### src/rtl/fifo_sync_pkg.sv
// -----------------------------------------------------------------------------
// fifo_sync_pkg
// Shared constants and helpers for the single-clock FIFO.
//   DEPTH_DEF / WIDTH_DEF : default geometry (8 entries of 8 bits)
//   PTR_MAX_W             : width the flag helpers work in; pointers are
//                           zero-extended to it before comparison
//   ptr_width()           : clog2(DEPTH)+1, the extra MSB being the wrap bit
//   ptrs_empty()/ptrs_full(): flag decode from the write/read pointers
// -----------------------------------------------------------------------------
package fifo_sync_pkg;

    localparam int DEPTH_DEF = 8;
    localparam int WIDTH_DEF = 8;
    localparam int PTR_MAX_W = 32;

    localparam logic [PTR_MAX_W-1:0] PTR_LSB_ONE = {{(PTR_MAX_W-1){1'b0}}, 1'b1};

    // Pointer width: address bits plus one wrap bit.
    function automatic int ptr_width(input int depth);
        return $clog2(depth) + 1;
    endfunction

    // Empty when both pointers, wrap bit included, are identical.
    function automatic logic ptrs_empty(input logic [PTR_MAX_W-1:0] wr_ptr,
                                        input logic [PTR_MAX_W-1:0] rd_ptr);
        return (wr_ptr == rd_ptr);
    endfunction

    // Full when the address bits match and only the wrap bit (bit addr_w)
    // differs, i.e. the writer is exactly one lap ahead of the reader.
    function automatic logic ptrs_full(input logic [PTR_MAX_W-1:0] wr_ptr,
                                       input logic [PTR_MAX_W-1:0] rd_ptr,
                                       input int                   addr_w);
        return ((wr_ptr ^ rd_ptr) == (PTR_LSB_ONE << addr_w));
    endfunction

endpackage

### src/rtl/fifo_sync_if.sv
// -----------------------------------------------------------------------------
// fifo_sync_if
// Request/data/status bundle between a producer/consumer and fifo_sync.
//   wrEn, rdEn : write / read requests
//   dataIn     : write data
//   dataOut    : registered read data
//   empty/full : occupancy flags
//   overflow / underflow : sticky drop indicators, present only when
//                          FIFO_SYNC_ERR_EN is defined
// Modports: master = user side, slave = FIFO side.
// -----------------------------------------------------------------------------
interface fifo_sync_if
    import fifo_sync_pkg::*;
#(
    parameter int WIDTH = WIDTH_DEF
) ();

    logic             wrEn;
    logic             rdEn;
    logic [WIDTH-1:0] dataIn;
    logic [WIDTH-1:0] dataOut;
    logic             empty;
    logic             full;
`ifdef FIFO_SYNC_ERR_EN
    logic             overflow;
    logic             underflow;

    modport master (
        output wrEn, rdEn, dataIn,
        input  dataOut, empty, full, overflow, underflow
    );

    modport slave (
        input  wrEn, rdEn, dataIn,
        output dataOut, empty, full, overflow, underflow
    );
`else
    modport master (
        output wrEn, rdEn, dataIn,
        input  dataOut, empty, full
    );

    modport slave (
        input  wrEn, rdEn, dataIn,
        output dataOut, empty, full
    );
`endif

endinterface

### src/rtl/fifo_sync_mem.sv
// -----------------------------------------------------------------------------
// fifo_sync_mem
// DEPTH x WIDTH register array with one write port and one registered read
// port. The array itself is never reset; only the read data register is,
// so that the FIFO output reads zero straight out of reset.
// Ports:
//   i_clk      clock
//   i_rst_n    async active-low reset (read data register only)
//   i_wr_en    write strobe (already qualified by !full)
//   i_wr_addr  write address
//   i_wr_data  write data
//   i_rd_en    read strobe (already qualified by !empty)
//   i_rd_addr  read address
//   o_rd_data  registered read data, holds when i_rd_en is low
// -----------------------------------------------------------------------------
module fifo_sync_mem #(
    parameter int DEPTH = 8,
    parameter int WIDTH = 8,
    parameter int AW    = $clog2(DEPTH)
) (
    input  logic             i_clk,
    input  logic             i_rst_n,
    input  logic             i_wr_en,
    input  logic [AW-1:0]    i_wr_addr,
    input  logic [WIDTH-1:0] i_wr_data,
    input  logic             i_rd_en,
    input  logic [AW-1:0]    i_rd_addr,
    output logic [WIDTH-1:0] o_rd_data
);

    logic [WIDTH-1:0] r_mem [DEPTH];
    logic [WIDTH-1:0] r_rd_data;

    // Write port: storage without reset, contents survive reset.
    always_ff @(posedge i_clk) begin
        if (i_wr_en) begin
            r_mem[i_wr_addr] <= i_wr_data;
        end
    end

    // Read port: one-cycle latency, holds last word between reads.
    always_ff @(posedge i_clk or negedge i_rst_n) begin
        if (!i_rst_n) begin
            r_rd_data <= {WIDTH{1'b0}};
        end else if (i_rd_en) begin
            r_rd_data <= r_mem[i_rd_addr];
        end
    end

    assign o_rd_data = r_rd_data;

endmodule

### src/rtl/fifo_sync.sv
// -----------------------------------------------------------------------------
// fifo_sync
// Single-clock FIFO with registered read data and combinational full/empty
// flags. Writes while full and reads while empty are dropped without touching
// pointers, storage or dataOut. No fall-through: a word written into an empty
// FIFO is readable from the following cycle.
// Ports:
//   clk   clock, all state changes on the rising edge
//   rstN  async active-low reset: pointers cleared, dataOut = 0
//   bus   fifo_sync_if.slave (wrEn, rdEn, dataIn, dataOut, empty, full and,
//         with FIFO_SYNC_ERR_EN, sticky overflow/underflow)
// Build option: define FIFO_SYNC_ERR_EN to add the overflow/underflow flags.
// DEPTH must be a power of two and at least 2.
// -----------------------------------------------------------------------------
module fifo_sync
    import fifo_sync_pkg::*;
#(
    parameter int DEPTH = DEPTH_DEF,
    parameter int WIDTH = WIDTH_DEF
) (
    input  logic        clk,
    input  logic        rstN,
    fifo_sync_if.slave  bus
);

    localparam int PW  = ptr_width(DEPTH);
    localparam int AW  = PW - 1;
    localparam int PAD = PTR_MAX_W - PW;

    localparam logic [PW-1:0] PTR_ONE = {{(PW-1){1'b0}}, 1'b1};

    logic [PW-1:0] r_wr_ptr;
    logic [PW-1:0] r_rd_ptr;

    logic w_empty;
    logic w_full;
    logic w_wr_acc;
    logic w_rd_acc;

    // Flags straight from the current pointers, so they follow a pointer
    // update in the same cycle.
    assign w_empty = ptrs_empty({{PAD{1'b0}}, r_wr_ptr}, {{PAD{1'b0}}, r_rd_ptr});
    assign w_full  = ptrs_full({{PAD{1'b0}}, r_wr_ptr}, {{PAD{1'b0}}, r_rd_ptr}, AW);

    // Accept decisions use the pre-edge flags: a write into a full FIFO is
    // dropped even if a read frees a slot on the same edge, and a read of an
    // empty FIFO is dropped even if a write lands on the same edge.
    assign w_wr_acc = bus.wrEn & ~w_full;
    assign w_rd_acc = bus.rdEn & ~w_empty;

    // Write pointer; natural binary overflow gives the modulo-2*DEPTH wrap.
    always_ff @(posedge clk or negedge rstN) begin
        if (!rstN) begin
            r_wr_ptr <= {PW{1'b0}};
        end else if (w_wr_acc) begin
            r_wr_ptr <= r_wr_ptr + PTR_ONE;
        end
    end

    // Read pointer; same wrap behaviour as the write pointer.
    always_ff @(posedge clk or negedge rstN) begin
        if (!rstN) begin
            r_rd_ptr <= {PW{1'b0}};
        end else if (w_rd_acc) begin
            r_rd_ptr <= r_rd_ptr + PTR_ONE;
        end
    end

    fifo_sync_mem #(
        .DEPTH (DEPTH),
        .WIDTH (WIDTH),
        .AW    (AW)
    ) u_mem (
        .i_clk     (clk),
        .i_rst_n   (rstN),
        .i_wr_en   (w_wr_acc),
        .i_wr_addr (r_wr_ptr[AW-1:0]),
        .i_wr_data (bus.dataIn),
        .i_rd_en   (w_rd_acc),
        .i_rd_addr (r_rd_ptr[AW-1:0]),
        .o_rd_data (bus.dataOut)
    );

    assign bus.empty = w_empty;
    assign bus.full  = w_full;

`ifdef FIFO_SYNC_ERR_EN
    logic r_overflow;
    logic r_underflow;

    // Sticky drop indicators; only reset clears them.
    always_ff @(posedge clk or negedge rstN) begin
        if (!rstN) begin
            r_overflow  <= 1'b0;
            r_underflow <= 1'b0;
        end else begin
            if (bus.wrEn & w_full) begin
                r_overflow <= 1'b1;
            end
            if (bus.rdEn & w_empty) begin
                r_underflow <= 1'b1;
            end
        end
    end

    assign bus.overflow  = r_overflow;
    assign bus.underflow = r_underflow;
`endif

endmodule

### src/flat_wrapper.sv
// flat-port wrapper written by rule: the top's interface ports become plain ports
module fifo_sync_flat import fifo_sync_pkg::*;
#(
    parameter int DEPTH = DEPTH_DEF,
    parameter int WIDTH = WIDTH_DEF
)
  (clk, rstN, bus_wrEn, bus_rdEn, bus_dataIn, bus_dataOut, bus_empty, bus_full);
  fifo_sync_if #(.WIDTH(WIDTH)) bus_i ();
  input  logic clk;
  input  logic rstN;
  input wire logic [$bits(bus_i.wrEn)-1:0] bus_wrEn;
  input wire logic [$bits(bus_i.rdEn)-1:0] bus_rdEn;
  input wire logic [$bits(bus_i.dataIn)-1:0] bus_dataIn;
  output wire logic [$bits(bus_i.dataOut)-1:0] bus_dataOut;
  output wire logic [$bits(bus_i.empty)-1:0] bus_empty;
  output wire logic [$bits(bus_i.full)-1:0] bus_full;
  assign bus_i.wrEn = bus_wrEn;
  assign bus_i.rdEn = bus_rdEn;
  assign bus_i.dataIn = bus_dataIn;
  assign bus_dataOut = bus_i.dataOut;
  assign bus_empty = bus_i.empty;
  assign bus_full = bus_i.full;
  fifo_sync #(.DEPTH(DEPTH), .WIDTH(WIDTH)) u_core (.clk(clk), .rstN(rstN), .bus(bus_i));
endmodule
### config.mk
export PLATFORM = sky130hd
export DESIGN_NAME = fifo_sync_flat
export DESIGN_NICKNAME = d
export VERILOG_FILES = /design/src/rtl/fifo_sync_pkg.sv /design/src/rtl/fifo_sync_if.sv /design/src/rtl/fifo_sync_mem.sv /design/src/rtl/fifo_sync.sv /design/src/flat_wrapper.sv
export SDC_FILE = /design/constraint.sdc
export NUM_CORES = 1
export LEC_CHECK = 0
export ABC_AREA = 1
export CORE_AREA = 10 10 106 108
export CTS_CLUSTER_DIAMETER = 80
export DETAILED_ROUTE_END_ITERATION = 10
export DIE_AREA = 0 0 116 118
export PLACE_DENSITY = 0.66
export SLEW_MARGIN = 10
export SYNTH_ARGS = -nofsm -noshare
export SYNTH_HDL_FRONTEND = slang
export SYNTH_HIERARCHICAL = 1
export SYNTH_SLANG_ARGS = --single-unit
### constraint.sdc
create_clock -name clk -period 5.4 [get_ports clk]
set_clock_uncertainty 0.1 [all_clocks]
set_input_delay 1.08 -clock clk [delete_from_list [all_inputs] [get_ports clk]]
set_output_delay 1.08 -clock clk [all_outputs]
set_load 0.03 [all_outputs]
==> results.ini <==
[clocking]
cts_sinks = 80
root_buffer = clkbuf_8
clockBufferDepth = 2
cts_tree = done
postCtsSetupRepairBufs = 0
cts_buffers = 9
ctsResizeCount = 0
clk_latency_ns = 0.35
path_clk_slew_ns = 0.08
htreeDepth = 3
hold_buffers = 0

[setup_path]
crit_slowest_cell = dfrtp_1
crit_buf_inv = 3
start_kind = register
required_ns = 4.22
crit_path_end_kind = output pin
path_cells = inv_1 -> nand2_1 -> nand2_1 -> nor2_4 -> nand2_2 -> inv_1 -> clkdlybuf4s50_1
path_delay_family = buffers and inverters
slowest_delay_ns = 0.82
critical_path_class = register to output pin
cp_data_arrival_time_ns = 2.38
critPathMaxFanout = 22

[layout]
diodes = 0
utilization_pct = 44.4
nets = 406
area_delta_synth_final_pct = 12.3
layoutNonFillerInstCount = 508
fillers = 838
drive_gt1_share_pct = 5.04
final_area_mm2 = 0.00405

[synth]
synthMuxAreaShare_pct = 0
synth_xor_area_share_pct = 0.972
yosys_warnings = 6
avgSynthCellArea_um2 = 9.72
syn_inst = 371
synthAdderAreaFrac_pct = 0.694
synth_edf_count = 64
ys_seq_area_share_pct = 64.4
ys_ff_latch = 80
synth_compound_area_share_pct = 0
synth_simple_gate_area_share_pct = 24.0
synth_top_family_by_area = simple AND/OR/NAND/NOR gates
synth_area_leader_cell = edfxtp_1
synthArstFlopShare_pct = 20.0
synth.most_common_cell = nand2_1
ys.flop_type = edfxtp_1
yosys-top-cells-area = edfxtp_1, nand2_1, dfrtp_1
syn-cell-area_mm2 = 0.00360
synthTopCellsByCount = nand2_1, inv_1, edfxtp_1
synth.top_cell.area_share_pct = 53.3
synth_cell_type_count = 15
synth_fp_nets = 385

[sta]
max_freq_ghz = 0.281
relSlewSlack_pct = 41.6
tns_ns = 0
worstMarginPinSlew_ns = 0.873
setup_violations = 0
final-max-slew-violation-count = 0
whs_ns = 0.385
period_minus_slack_ns = 3.56
fin_crit_sh_pct = 65.9
final_hold_viol_count = 0
rsz0062_at_grt = no

[place]
dpl.hpwl_mm = 5.24
post_dp_cell_area_mm2 = 0.00386
io_buffers = 21
gp_congestion = 0.866
dp_cells = 492

[power]
ir_drop_uv = 165
leakagePower_uw = 0.00183
p_per_area_mw_per_mm2 = 530

[floorplan]
initial_core_util_pct = 39.6
pin_count = 22
rows = 35
die_x_um = 116
die_area_mm2 = 0.0137
fp.dieH_um = 118
fp.coreArea_mm2 = 0.00911

[run]
maxCapViolations = 0

[detailed_routing]
drt_iter0_markers = 204
wl_per_cell_um = 15.5
wl_mm = 7.86
drcViolationCount = 0
dr.pass1.iters = 4
avgViaCountPerCell = 4.72
ant_nets = 0
num_vias = 2400

[global_routing]
grt_usage_pct = 12.0
overflow = 0
grt_start_max_net_pins = 39
grt_pass1_vias = 2242
grt_antenna_before_repair = 0
grt_pass1_wl_mm = 12.4

[worst_hold_path]
hold_class = register to register

[run_status]
status = finished, final reports clean

==> worst register-to-register path: cells and delay by family (launching register included) <==
kind / cells / cell delay (ns)
and+or+nand+nor: 7 / 1.22
buffers and inverters: 1 / 0.08
DFF: 1 / 0.82
==> state kept, by name, summed over array words and instances, names as in the netlist <==
| name | count |
|---|---|
| u_core/r_rd_ptr | 4 |
| u_core/r_wr_ptr | 4 |
| u_core/u_mem/r_mem | 64 |
| u_core/u_mem/o_rd_data | 8 |
==> through the flow <==
| step | worst slack, ns | power (uW) |
|---|---|---|
| final | 1.84 | 2140 |
| after floorplan | 3.20 | 1520 |
| after global routing | 1.62 | 2300 |
| after detailed placement | 2.24 | 1720 |
| after CTS | 1.84 | 2160 |
| after global placement | 2.25 | 1710 |
==> kinds of logic (layout without fill, tap and decap cells) <==
logic type,Yosys count,in the layout
flip-flops,80,80
XOR/XNOR,4,4
adder cells (fa/ha/maj),2,2
AND/OR/NAND/NOR,206,206
buffers and inverters,79,105
==> final timing paths <==
check / depth (start not counted) / slack, ns / to / start
max in group asynchronous: 1 / 3.53 / u_core/u_mem/o_rd_data[2] / rstN
hold / removal: 2 / 0.38 / u_core/u_mem/o_rd_data[3] / u_core/u_mem/o_rd_data[3]
setup reg to reg: 8 / 2.81 / u_core/u_mem/r_mem[1][0] / u_core/r_rd_ptr[1]
hold reg to reg: 2 / 0.38 / u_core/u_mem/o_rd_data[3] / u_core/u_mem/o_rd_data[3]
min in group asynchronous: 1 / 1.12 / u_core/r_rd_ptr[3] / rstN
setup / recovery: 7 / 1.84 / bus_full / u_core/r_rd_ptr[1]
==> layout by cell type (no fill, tap or decap), types with 4 or more instances in the layout <==
| cell | count |
|---|---|
| nor2_1 | 10 |
| nand3_1 | 58 |
| edfxtp_1 | 64 |
| inv_1 | 65 |
| nand2_2 | 4 |
| xor2_1 | 4 |
| clkbuf_1 | 4 |
| clkbuf_8 | 10 |
| clkdlybuf4s50_1 | 21 |
| nand2_1 | 133 |
| dfrtp_1 | 16 |
==> report_power, final <==
group	internal [uW]	switching, uW	leakage, uW	total [uW]
registers	801	98.3	0.000779	900
clock network	228	202	0.0000949	430
logic	269	545	0.000957	815
total	1300	846	0.00183	2140
==> area by class of cell <==
| class | instances | area [um^2] | area share [%] |
|---|---|---|---|
| Sequential cell | 80 | 2320 | 57.4 |
| Inverter | 67 | 254 | 6.28 |
| Clock buffer | 14 | 153 | 3.77 |
| Timing Repair Buffer | 22 | 218 | 5.38 |
| Clock inverter | 2 | 38.8 | 0.958 |
| Tap cell | 111 | 139 | 3.43 |
| Multi-Input combinational cell | 212 | 923 | 22.8 |
==> layer usage <==
metal	share of wire [%]	wire, um	track usage [%]	vias up
met5	0	0	0	-
met1	44	3460	15.2	1123
met2	48	3790	18.6	56
li1	-	-	-	1211
met3	6.1	482	3.21	10
met4	1.6	125	4.93	0
(Power assumes the default switching activity.)
